File: config.mk
export PLATFORM = sky130hd
export DESIGN_NAME = num_syst_multi
export DESIGN_NICKNAME = d
export VERILOG_FILES = /design/src/rtl/num_syst_multi.sv
export SDC_FILE = /design/constraint.sdc
export NUM_CORES = 1
export LEC_CHECK = 0
export CAP_MARGIN = 20
export CORE_ASPECT_RATIO = 0.9
export CORE_MARGIN = 3
export CORE_UTILIZATION = 31
export DETAILED_ROUTE_END_ITERATION = 8
export HOLD_SLACK_MARGIN = 0.03
export PLACE_DENSITY_LB_ADDON = 0.3
export SYNTH_ARGS = -nofsm -noshare
export SYNTH_HDL_FRONTEND = slang
export SYNTH_SLANG_ARGS = --single-unit
File: constraint.sdc
create_clock -name clk -period 3 [get_ports clk]
set_clock_uncertainty 0.05 [all_clocks]
set_input_delay 0.75 -clock clk [delete_from_list [all_inputs] [get_ports clk]]
set_output_delay 0.75 -clock clk [all_outputs]
set_load 0.05 [all_outputs]
File: src/rtl/num_syst_multi.sv
// num_syst_multi: push-button triggered serial radix converter driving
// DIGITS active-low 7-segment displays (hex / decimal / octal).
module num_syst_multi #(
    parameter int WIDTH       = 8,
    parameter int DIGITS      = 4,
    parameter int SYNC_STAGES = 2
) (
    input  logic                  clk,
    input  logic                  rst_n,
    input  logic                  key_trans_n,
    input  logic                  key_clr_n,
    input  logic [1:0]            mode,
    input  logic [WIDTH-1:0]      value,
    output logic [7*DIGITS-1:0]   seg_out,
    output logic                  overflow,
    output logic                  busy,
    output logic                  done
);

    // Accumulator must hold every displayed nibble and every BCD digit WIDTH bits can produce.
    localparam int ACCW_DISP = 4 * DIGITS;
    localparam int ACCW_CONV = 4 * (WIDTH / 3 + 1);
    localparam int ACCW      = (ACCW_DISP > ACCW_CONV) ? ACCW_DISP : ACCW_CONV;
    localparam int NIB       = ACCW / 4;
    localparam int CW        = $clog2(WIDTH);

    localparam logic [6:0] SEG_ZERO_N = ~7'b0111111;
    localparam logic [6:0] SEG_OVF_N  = ~7'b1100011;

    typedef enum logic [1:0] {IDLE, CONVERT, UPDATE} state_t;

    logic [SYNC_STAGES-1:0] trans_sync_q, trans_sync_d;
    logic [SYNC_STAGES-1:0] clr_sync_q, clr_sync_d;
    logic                   trans_last_q, trans_last_d;
    logic                   clr_last_q, clr_last_d;
    logic                   trans_pushed_q, trans_pushed_d;
    logic                   clr_pushed_q, clr_pushed_d;

    state_t                 state_q, state_d;
    logic [WIDTH-1:0]       sh_q, sh_d;
    logic [1:0]             mode_q, mode_d;
    logic [ACCW-1:0]        acc_q, acc_d, acc_adj;
    logic [CW-1:0]          cnt_q, cnt_d;
    logic [7*DIGITS-1:0]    seg_q, seg_d;
    logic                   ovf_q, ovf_d;
    logic                   done_q, done_d;
    logic                   is_dec, is_oct, ovf_calc;

    // Hex digit to active-low segments {g,f,e,d,c,b,a}.
    function automatic logic [6:0] seg7(input logic [3:0] d);
        logic [6:0] s;
        case (d)
            4'h0: s = 7'b0111111;
            4'h1: s = 7'b0000110;
            4'h2: s = 7'b1011011;
            4'h3: s = 7'b1001111;
            4'h4: s = 7'b1100110;
            4'h5: s = 7'b1101101;
            4'h6: s = 7'b1111101;
            4'h7: s = 7'b0000111;
            4'h8: s = 7'b1111111;
            4'h9: s = 7'b1101111;
            4'hA: s = 7'b1110111;
            4'hB: s = 7'b1111100;
            4'hC: s = 7'b0111001;
            4'hD: s = 7'b1011110;
            4'hE: s = 7'b1111001;
            default: s = 7'b1110001;
        endcase
        return ~s;
    endfunction

    // Key synchronisers and single-cycle press pulses on the released->pressed edge.
    always_comb begin
        trans_sync_d   = {trans_sync_q[SYNC_STAGES-2:0], key_trans_n};
        clr_sync_d     = {clr_sync_q[SYNC_STAGES-2:0], key_clr_n};
        trans_last_d   = trans_sync_q[SYNC_STAGES-1];
        clr_last_d     = clr_sync_q[SYNC_STAGES-1];
        trans_pushed_d = trans_last_q & ~trans_sync_q[SYNC_STAGES-1];
        clr_pushed_d   = clr_last_q & ~clr_sync_q[SYNC_STAGES-1];
    end

    // Synchroniser registers; reset to the released level so reset never looks like a press.
    always_ff @(posedge clk or negedge rst_n) begin
        if (!rst_n) begin
            trans_sync_q   <= '1;
            clr_sync_q     <= '1;
            trans_last_q   <= 1'b1;
            clr_last_q     <= 1'b1;
            trans_pushed_q <= 1'b0;
            clr_pushed_q   <= 1'b0;
        end else begin
            // NOTE: non-blocking assignments so every flop samples pre-edge values; blocking here would collapse the chain.
            trans_sync_q   <= trans_sync_d;
            clr_sync_q     <= clr_sync_d;
            trans_last_q   <= trans_last_d;
            clr_last_q     <= clr_last_d;
            trans_pushed_q <= trans_pushed_d;
            clr_pushed_q   <= clr_pushed_d;
        end
    end

    // Radix decode of the captured mode and range check of the finished accumulator.
    always_comb begin
        is_dec   = (mode_q == 2'b01);
        is_oct   = (mode_q == 2'b10);
        ovf_calc = is_oct ? (|(acc_q >> (3 * DIGITS))) : (|(acc_q >> (4 * DIGITS)));
    end

    // FSM next state and datapath: capture, shift (with double dabble in decimal), display update.
    always_comb begin
        // NOTE: every variable gets a default first so no path leaves it unassigned and infers a latch.
        state_d = state_q;
        sh_d    = sh_q;
        mode_d  = mode_q;
        acc_d   = acc_q;
        acc_adj = acc_q;
        cnt_d   = cnt_q;
        seg_d   = seg_q;
        ovf_d   = ovf_q;
        done_d  = 1'b0;

        if (clr_pushed_q) begin
            state_d = IDLE;
            seg_d   = {DIGITS{SEG_ZERO_N}};
            ovf_d   = 1'b0;
        end else begin
            case (state_q)
                IDLE: begin
                    if (trans_pushed_q) begin
                        sh_d    = value;
                        mode_d  = mode;
                        acc_d   = '0;
                        cnt_d   = '0;
                        state_d = CONVERT;
                    end
                end
                CONVERT: begin
                    if (is_dec) begin
                        for (int n = 0; n < NIB; n++) begin
                            if (acc_q[4*n +: 4] >= 4'd5) begin
                                acc_adj[4*n +: 4] = acc_q[4*n +: 4] + 4'd3;
                            end
                        end
                    end
                    acc_d = ACCW'({acc_adj, sh_q[WIDTH-1]});
                    sh_d  = {sh_q[WIDTH-2:0], 1'b0};
                    cnt_d = cnt_q + CW'(1);
                    if (cnt_q == CW'(WIDTH - 1)) begin
                        state_d = UPDATE;
                    end
                end
                UPDATE: begin
                    for (int i = 0; i < DIGITS; i++) begin
                        seg_d[7*i +: 7] = ovf_calc ? SEG_OVF_N
                                        : seg7(is_oct ? {1'b0, acc_q[3*i +: 3]} : acc_q[4*i +: 4]);
                    end
                    ovf_d   = ovf_calc;
                    done_d  = 1'b1;
                    state_d = IDLE;
                end
                default: state_d = IDLE;
            endcase
        end
    end

    // State, datapath and display registers.
    always_ff @(posedge clk or negedge rst_n) begin
        if (!rst_n) begin
            state_q <= IDLE;
            sh_q    <= '0;
            mode_q  <= 2'b00;
            acc_q   <= '0;
            cnt_q   <= '0;
            seg_q   <= {DIGITS{SEG_ZERO_N}};
            ovf_q   <= 1'b0;
            done_q  <= 1'b0;
        end else begin
            state_q <= state_d;
            sh_q    <= sh_d;
            mode_q  <= mode_d;
            acc_q   <= acc_d;
            cnt_q   <= cnt_d;
            seg_q   <= seg_d;
            ovf_q   <= ovf_d;
            done_q  <= done_d;
        end
    end

    assign seg_out  = seg_q;
    assign overflow = ovf_q;
    assign done     = done_q;
    assign busy     = (state_q != IDLE);

endmodule

Yosys cells after proc, flatten, opt, wreduce, memory -nomap -nowiden
Memory sizes are Yosys's and may differ from the RTL's.
Index checks and enable logic that the tools add are counted.
{"block": "word_totals", "regBits": 69, "latch_bits": 0, "mem_bits_rw": 0, "romBits": 448, "inputBits": 14, "output_inout_bits": 31, "wordCells": 90, "mem_count": 4}
{"block": "op_classes", "addsub": 5, "multipliers": 0, "n_div": 0, "magnitude_cmp": 4, "n_eq_ne": 8, "n_shift": 0, "muxes": 38, "bitwise": 9, "n_reduce_logical": 8}
{"memory": "(no name shown)", "depth": 16, "word_bits": 7, "read_ports": 1, "rd_clocked_by_memory_dff": 0, "wr": 0, "line_no": "52", "rtl": "case (d)"}
{"memory": "(no name shown)", "depth": 16, "word_bits": 7, "read_ports": 1, "rd_clocked_by_memory_dff": 0, "wr": 0, "line_no": "52"}
{"memory": "(no name shown)", "depth": 16, "word_bits": 7, "read_ports": 1, "rd_clocked_by_memory_dff": 0, "wr": 0, "line_no": "52"}
{"memory": "(no name shown)", "depth": 16, "word_bits": 7, "read_ports": 1, "rd_clocked_by_memory_dff": 0, "wr": 0, "line_no": "52"}
{"cell": "two-way mux 7 bit", "n": 12}
{"cell": "two-way mux 28 bit", "n": 2}
{"cell": "case mux 16 bit (2 select lines)", "n": 1}
{"cell": "two-way mux 4 bit", "n": 7}
{"cell": "inverter 7 bit", "n": 4}
{"cell": "greater-or-equal comparator 4 x 3 -> 1 bit, second input constant", "n": 4}
{"cell": "two-way mux 16 bit", "n": 1}
{"cell": "case mux 8 bit (2 select lines)", "n": 1}
{"cell": "two-way mux 15 bit", "n": 1}
{"cell": "adder 4 x 2 -> 4 bit, second input constant", "n": 3}
{"cell": "two-way mux 8 bit", "n": 1}
{"cell": "two-way mux 2 bit", "n": 3}
{"cell": "two-way mux 3 bit", "n": 2}
{"cell": "!= test 3 bit, second input constant", "n": 2}
{"cell": "case mux 3 bit (2 select lines)", "n": 1}
{"cell": "AND reduction 3 bit", "n": 2}
{"cell": "nonzero test 2 bit", "n": 3}
{"cell": "two-way mux 1 bit", "n": 5}
{"cell": "equality test 2 x 1 -> 1 bit, second input constant", "n": 2}
{"cell": "equality test 2 bit, second input constant", "n": 2}
{"cell": "case mux 2 bit (2 select lines)", "n": 1}
{"cell": "OR reduction 4 bit", "n": 1}
{"cell": "adder 3 x 1 -> 3 bit, second input constant", "n": 1}
{"cell": "adder 3 x 2 -> 3 bit, second input constant", "n": 1}
{"cell": "other kinds (6)", "n": 9}

Depth between registers and ports, before layout
Gate-level depths: netlist of the first run.
An unclocked memory read counts as a cell.
{"block": "depth", "ltp_word": 9, "ltp_mapped": 12, "depth_no_buf": 9}

Worst setup path before layout of the first run
No wires, ideal clock.
{"block": "synth_path", "path_type": "register to register", "startpoint": "reg mode_q[1]", "endpoint": "reg seg_q[24], in the netlist seg_out[24]", "setup_time_ps": 126, "arrival_time_ps": 2531, "required_ps": 2824, "path_slack_ps": 293, "path_stages_with_launch": 13, "cell_sequence": "dfrtp_1 -> nor2b_1 -> buf_2 -> buf_2 -> buf_2 -> nor2_1 -> a21oi_1 -> inv_1 -> ha_1 -> mux4_2 -> nor2_1 -> a211oi_1 -> a221o_1"}
{"block": "synth_via", "elab_chain_cells": 9}
{"item": "start, declared", "line_no": "41", "rtl": "logic [1:0] mode_q, mode_d;"}
{"item": "start signal, assigned", "line_no": "181", "rtl": "mode_q <= mode_d;"}
{"item": "equality test 2 bit *", "line_no": "106", "rtl": "is_oct = (mode_q == 2'b10);"}
{"item": "two-way mux 4 bit", "line_no": "156", "rtl": ": seg7(is_oct ? {1'b0, acc_q[3*i +: 3]} : acc_q[4*i +: 4]);"}
{"item": "memory read (16 x 7 bit)"}
{"item": "two-way mux 7 bit", "line_no": "128", "rtl": "case (state_q)"}
{"item": "two-way mux 7 bit", "line_no": "123", "rtl": "if (clr_pushed_q) begin"}
{"item": "inverter 7 bit", "line_no": "70", "rtl": "return ~s;"}
{"item": "two-way mux 7 bit *", "line_no": "155", "rtl": "seg_d[7*i +: 7] = ovf_calc ? SEG_OVF_N"}
{"item": "two-way mux 28 bit *", "line_no": "128"}
{"item": "two-way mux 28 bit *", "line_no": "123"}
{"item": "end signal, assigned", "line_no": "175", "rtl": "seg_q <= {DIGITS{SEG_ZERO_N}};"}
{"item": "end signal, assigned", "line_no": "184", "rtl": "seg_q <= seg_d;"}
{"item": "end, declared", "line_no": "44", "rtl": "logic [7*DIGITS-1:0] seg_q, seg_d;"}
Mark *: on every way between the ends. The rest lies on a longest branch, timed or not. The select of a mux whose other input is x is not followed.
A chain may end at the register's enable or synchronous reset.

Final worst setup path of the first run
Ends and elaborated chain as after synthesis.

==> impl_metrics.json, run 1 <==
{
  "leakage_nw": 2.33,
  "starting_density_of_the_core": 0.323,
  "yosys-top-cells-area": "dfrtp_1 (32%), ha_1 (11%), dfstp_2 (5.7%)",
  "globalRoute.totalOverflow": 0,
  "detail-route-antenna-nets": 0,
  "clk-insertion-delay-late_ns": 0.34,
  "clock.fmax_mhz": 373,
  "most_used_dff_post_synth": "dfrtp_1",
  "setup.reg_to_reg.worst_slack_ns": 0.32,
  "share_comb_of_total_power": 0.366,
  "synthDominantCellAreaShare": 0.321,
  "worst_hold_path.endpoint": "clr_sync_q[1]",
  "synth_area_um2": 4600,
  "p_switching_mw": 1.38,
  "layout_utilization": 0.387,
  "wire_length_of_the_first_global_routing_pass_mm": 19.7,
  "die_y_um": 122,
  "cts_hold_buffers": 0,
  "numClockSinks": 69,
  "start_kind": "flip-flop",
  "cts.clk_slew.worst_paths_ns": 0.06,
  "layoutNonFillerInstCount": 727,
  "critical-path-max-stage-delay_ns": 0.48,
  "reg2reg_depth": 9,
  "cap_violations": 0,
  "setup_slack_ns": 0.321,
  "ir_worst_vdd_mv": 0.357,
  "synth-seq-area-share": 0.378,
  "fin_crit_sh": 0.893,
  "numPortBuffers": 44,
  "layout.cells.most_common": "dfrtp_1",
  "crit-reg2reg-launch": "mode_q[1]",
  "detailedPlacementHpwl_mm": 8.39,
  "cts-htree-levels": 3,
  "post-route-drc-count": 0,
  "critical_path.slowest_cell": "mux4_2",
  "cts_tree": "yes",
  "boundaryPins": 45,
  "synth-edff-count": 0,
  "crit_start": "mode_q[1]",
  "placement_rows": 41,
  "global_router_s_overall_resource_usage": 0.151,
  "holdPathStages": 0,
  "cp_data_arrival_time_ns": 2.84,
  "mappedNetlistNets": 550,
  "final_cell_mix": "dfrtp_1 (59), o21ai_0 (52), clkdlybuf4s50_1 (43)",
  "fill_cells": 1442,
  "tightest_slew_ns": 0.883,
  "clk_path_buf_depth": 2,
  "grt_start_max_net_pins": 70,
  "syn_to_final_growth_pct": 19.8,
  "cts-resized-gates": 0,
  "n_antenna_cell": 0,
  "pwr_density_cell_nw_per_um2": 657,
  "drt_iter0_drc": 463,
  "vias_per_cell": 5.35,
  "synth_cell_type_count": 61,
  "cp_data_required_time_ns": 3.17,
  "yosysWarningCount": 0,
  "drive_above_1_share": 0.120,
  "grt_pass1_vias": 3730,
  "mean_syn_cell_area_um2": 9.26,
  "power.total_mw": 3.62,
  "share_seq_of_total_power": 0.339,
  "crit_path_end_kind": "flip-flop",
  "fin_nets": 582,
  "numPlacedInstances": 711,
  "synth_cells": 497,
  "cts_root_buf": "clkbuf_16",
  "cts.repair_timing.setup_buffer_count": 0,
  "pwr-share-clk": 0.295,
  "route.final.wire_length_mm": 11.9,
  "cts_inserted_buffers": 9,
  "post-synth-top-area-cell": "dfrtp_1",
  "sw_frac_of_total": 0.382,
  "post_drt_wl_per_cell_um": 16.4,
  "critical_path_class": "flip-flop to flip-flop",
  "timing_max_transition_violations_final": 0,
  "layout_min_cycle_time_ns": 2.68,
  "outcome": "completed",
  "via_count": 3889,
  "setup_violations": 0,
  "postSynthRegisterBits": 69,
  "critical_path_peak_fanout": 11,
  "hold_path.class": "flip-flop to flip-flop",
  "p_int_mw": 2.24,
  "final_hold_viol_count": 0,
  "coreArea_um2": 14300,
  "setup_repair_after_global_routing_missed_its_margin": "false",
  "preCtsSetupSlack_ns": 0.347,
  "max_slew_margin": 0.411,
  "gp_congestion": 0.922,
  "rr_endpoint": "seg_out[24]",
  "dieArea_um2": 16300,
  "die_w_um": 134,
  "synth-async-reset-ratio": 1.00,
  "antenna_violations_before_repair": 0,
  "worstHoldStart": "clr_sync_q[0]",
  "drtPass1Iterations": 5,
  "crit_chain": "nor2b_2, buf_4, a21oi_1, inv_1, ha_1, mux4_2, nor2_1, a211oi_1, a221o_1",
  "tns_ns": 0
}
[cells by family after synthesis]
group | after synthesis | synth area share
adder cells (fa/ha/maj) | 39 | 0.106
flip-flops | 69 | 0.378
AND/OR/NAND/NOR | 125 | 0.135
buffers and inverters | 67 | 0.0655
multiplexers | 31 | 0.0769
AO/OA/AOI/OAI | 166 | 0.238
[state kept, by name, summed over array words and instances (netlist names)]
signal / count
seg_out: 28
sh_q: 8
clr_pushed_q: 1
cnt_q: 3
trans_sync_q: 2
done: 1
acc_q: 16
clr_last_q: 1
trans_pushed_q: 1
trans_last_q: 1
clr_sync_q: 2
overflow: 1
mode_q: 2
state_q: 2
[power groups by stage]
stage	Combinational [mW]	Clock (mW)	Sequential, mW
after global routing	1.49	1.13	1.26
final	1.33	1.07	1.23
after floorplan	1.01	0	1.18
after detailed placement	1.31	0	1.24
after CTS	1.32	1.09	1.22
after global placement	1.28	0	1.23
[critical path: cells and delay by family (launching register included)]
family / cells / cell delay [ns]
flip-flops: 1 / 0.42
multiplexers: 1 / 0.48
AND/OR/NAND/NOR: 2 / 0.30
AO/OA/AOI/OAI: 3 / 0.69
buffers and inverters: 2 / 0.36
adder cells (fa/ha/maj): 1 / 0.26
[worst max-delay path by stage]
stage                  endpoint  slack (ns)  cells past startpoint
finish              seg_out[24]        0.32                      9
global route        seg_out[24]        0.17                      9
CTS                 seg_out[24]        0.34                      9
detailed placement  seg_out[24]        0.35                      9
global placement    seg_out[24]        0.45                      9
floorplan           seg_out[24]        0.29                     12
[layout make-up]
| cell class | instances | area (µm²) | area share |
|---|---|---|---|
| multi-input cells | 361 | 2570 | 0.466 |
| flip-flops and latches | 69 | 1740 | 0.315 |
| inverters | 28 | 105 | 0.0191 |
| clock inverters | 4 | 47.5 | 0.00862 |
| clock buffers | 12 | 246 | 0.0447 |
| repair buffers | 60 | 568 | 0.103 |
| well taps | 193 | 241 | 0.0438 |
[cells in the mapped netlist (4+ instances only)]
master / instances
or2_2: 5
nor2_1: 35
a21o_1: 6
o211ai_1: 6
ha_1: 39
dfrtp_1: 59
a32oi_1: 4
nand2b_1: 14
o31ai_1: 8
mux2_2: 5
o21ai_0: 52
nor4_1: 5
a31oi_1: 8
a21oi_1: 26
a22o_1: 7
inv_1: 28
nand2_1: 36
o21ai_1: 5
o311ai_1: 5
clkbuf_1: 14
buf_2: 18
mux2i_1: 23
a221o_1: 9
dfstp_2: 10
nor2b_1: 6
nor3_1: 8
[through the flow]
| step | hold slack, ns | area [µm²] |
|---|---|---|
| after floorplan | 0.295 | 4600 |
| after global placement | 0.296 | 5220 |
| after detailed placement | 0.298 | 5220 |
| after CTS | 0.306 | 5520 |
| after global routing | 0.312 | 5520 |
| final | 0.306 | 5520 |
[routing by layer]
metal / part of all wire / routed length [µm] / track usage / vias to the layer above
li1: - / - / - / 1862
met5: 0 / 0 / 0 / -
met3: 0.065 / 773 / 0.0380 / 22
met2: 0.42 / 5030 / 0.222 / 137
met1: 0.50 / 5890 / 0.217 / 1868
met4: 0.017 / 198 / 0.0490 / 0
Power figures use the tool's default switching activity.
==> run 2, diff against run 1 <==
--- a/config.mk
+++ b/config.mk
@@ -10,6 +10,7 @@
 export CORE_MARGIN = 3
 export CORE_UTILIZATION = 31
 export DETAILED_ROUTE_END_ITERATION = 8
+export GPL_TIMING_DRIVEN = 1
 export HOLD_SLACK_MARGIN = 0.03
 export PLACE_DENSITY_LB_ADDON = 0.3
 export SYNTH_ARGS = -nofsm -noshare
==> results of run 2 <==
No change in the layout: final DEF, timing and power equal those of run 1.
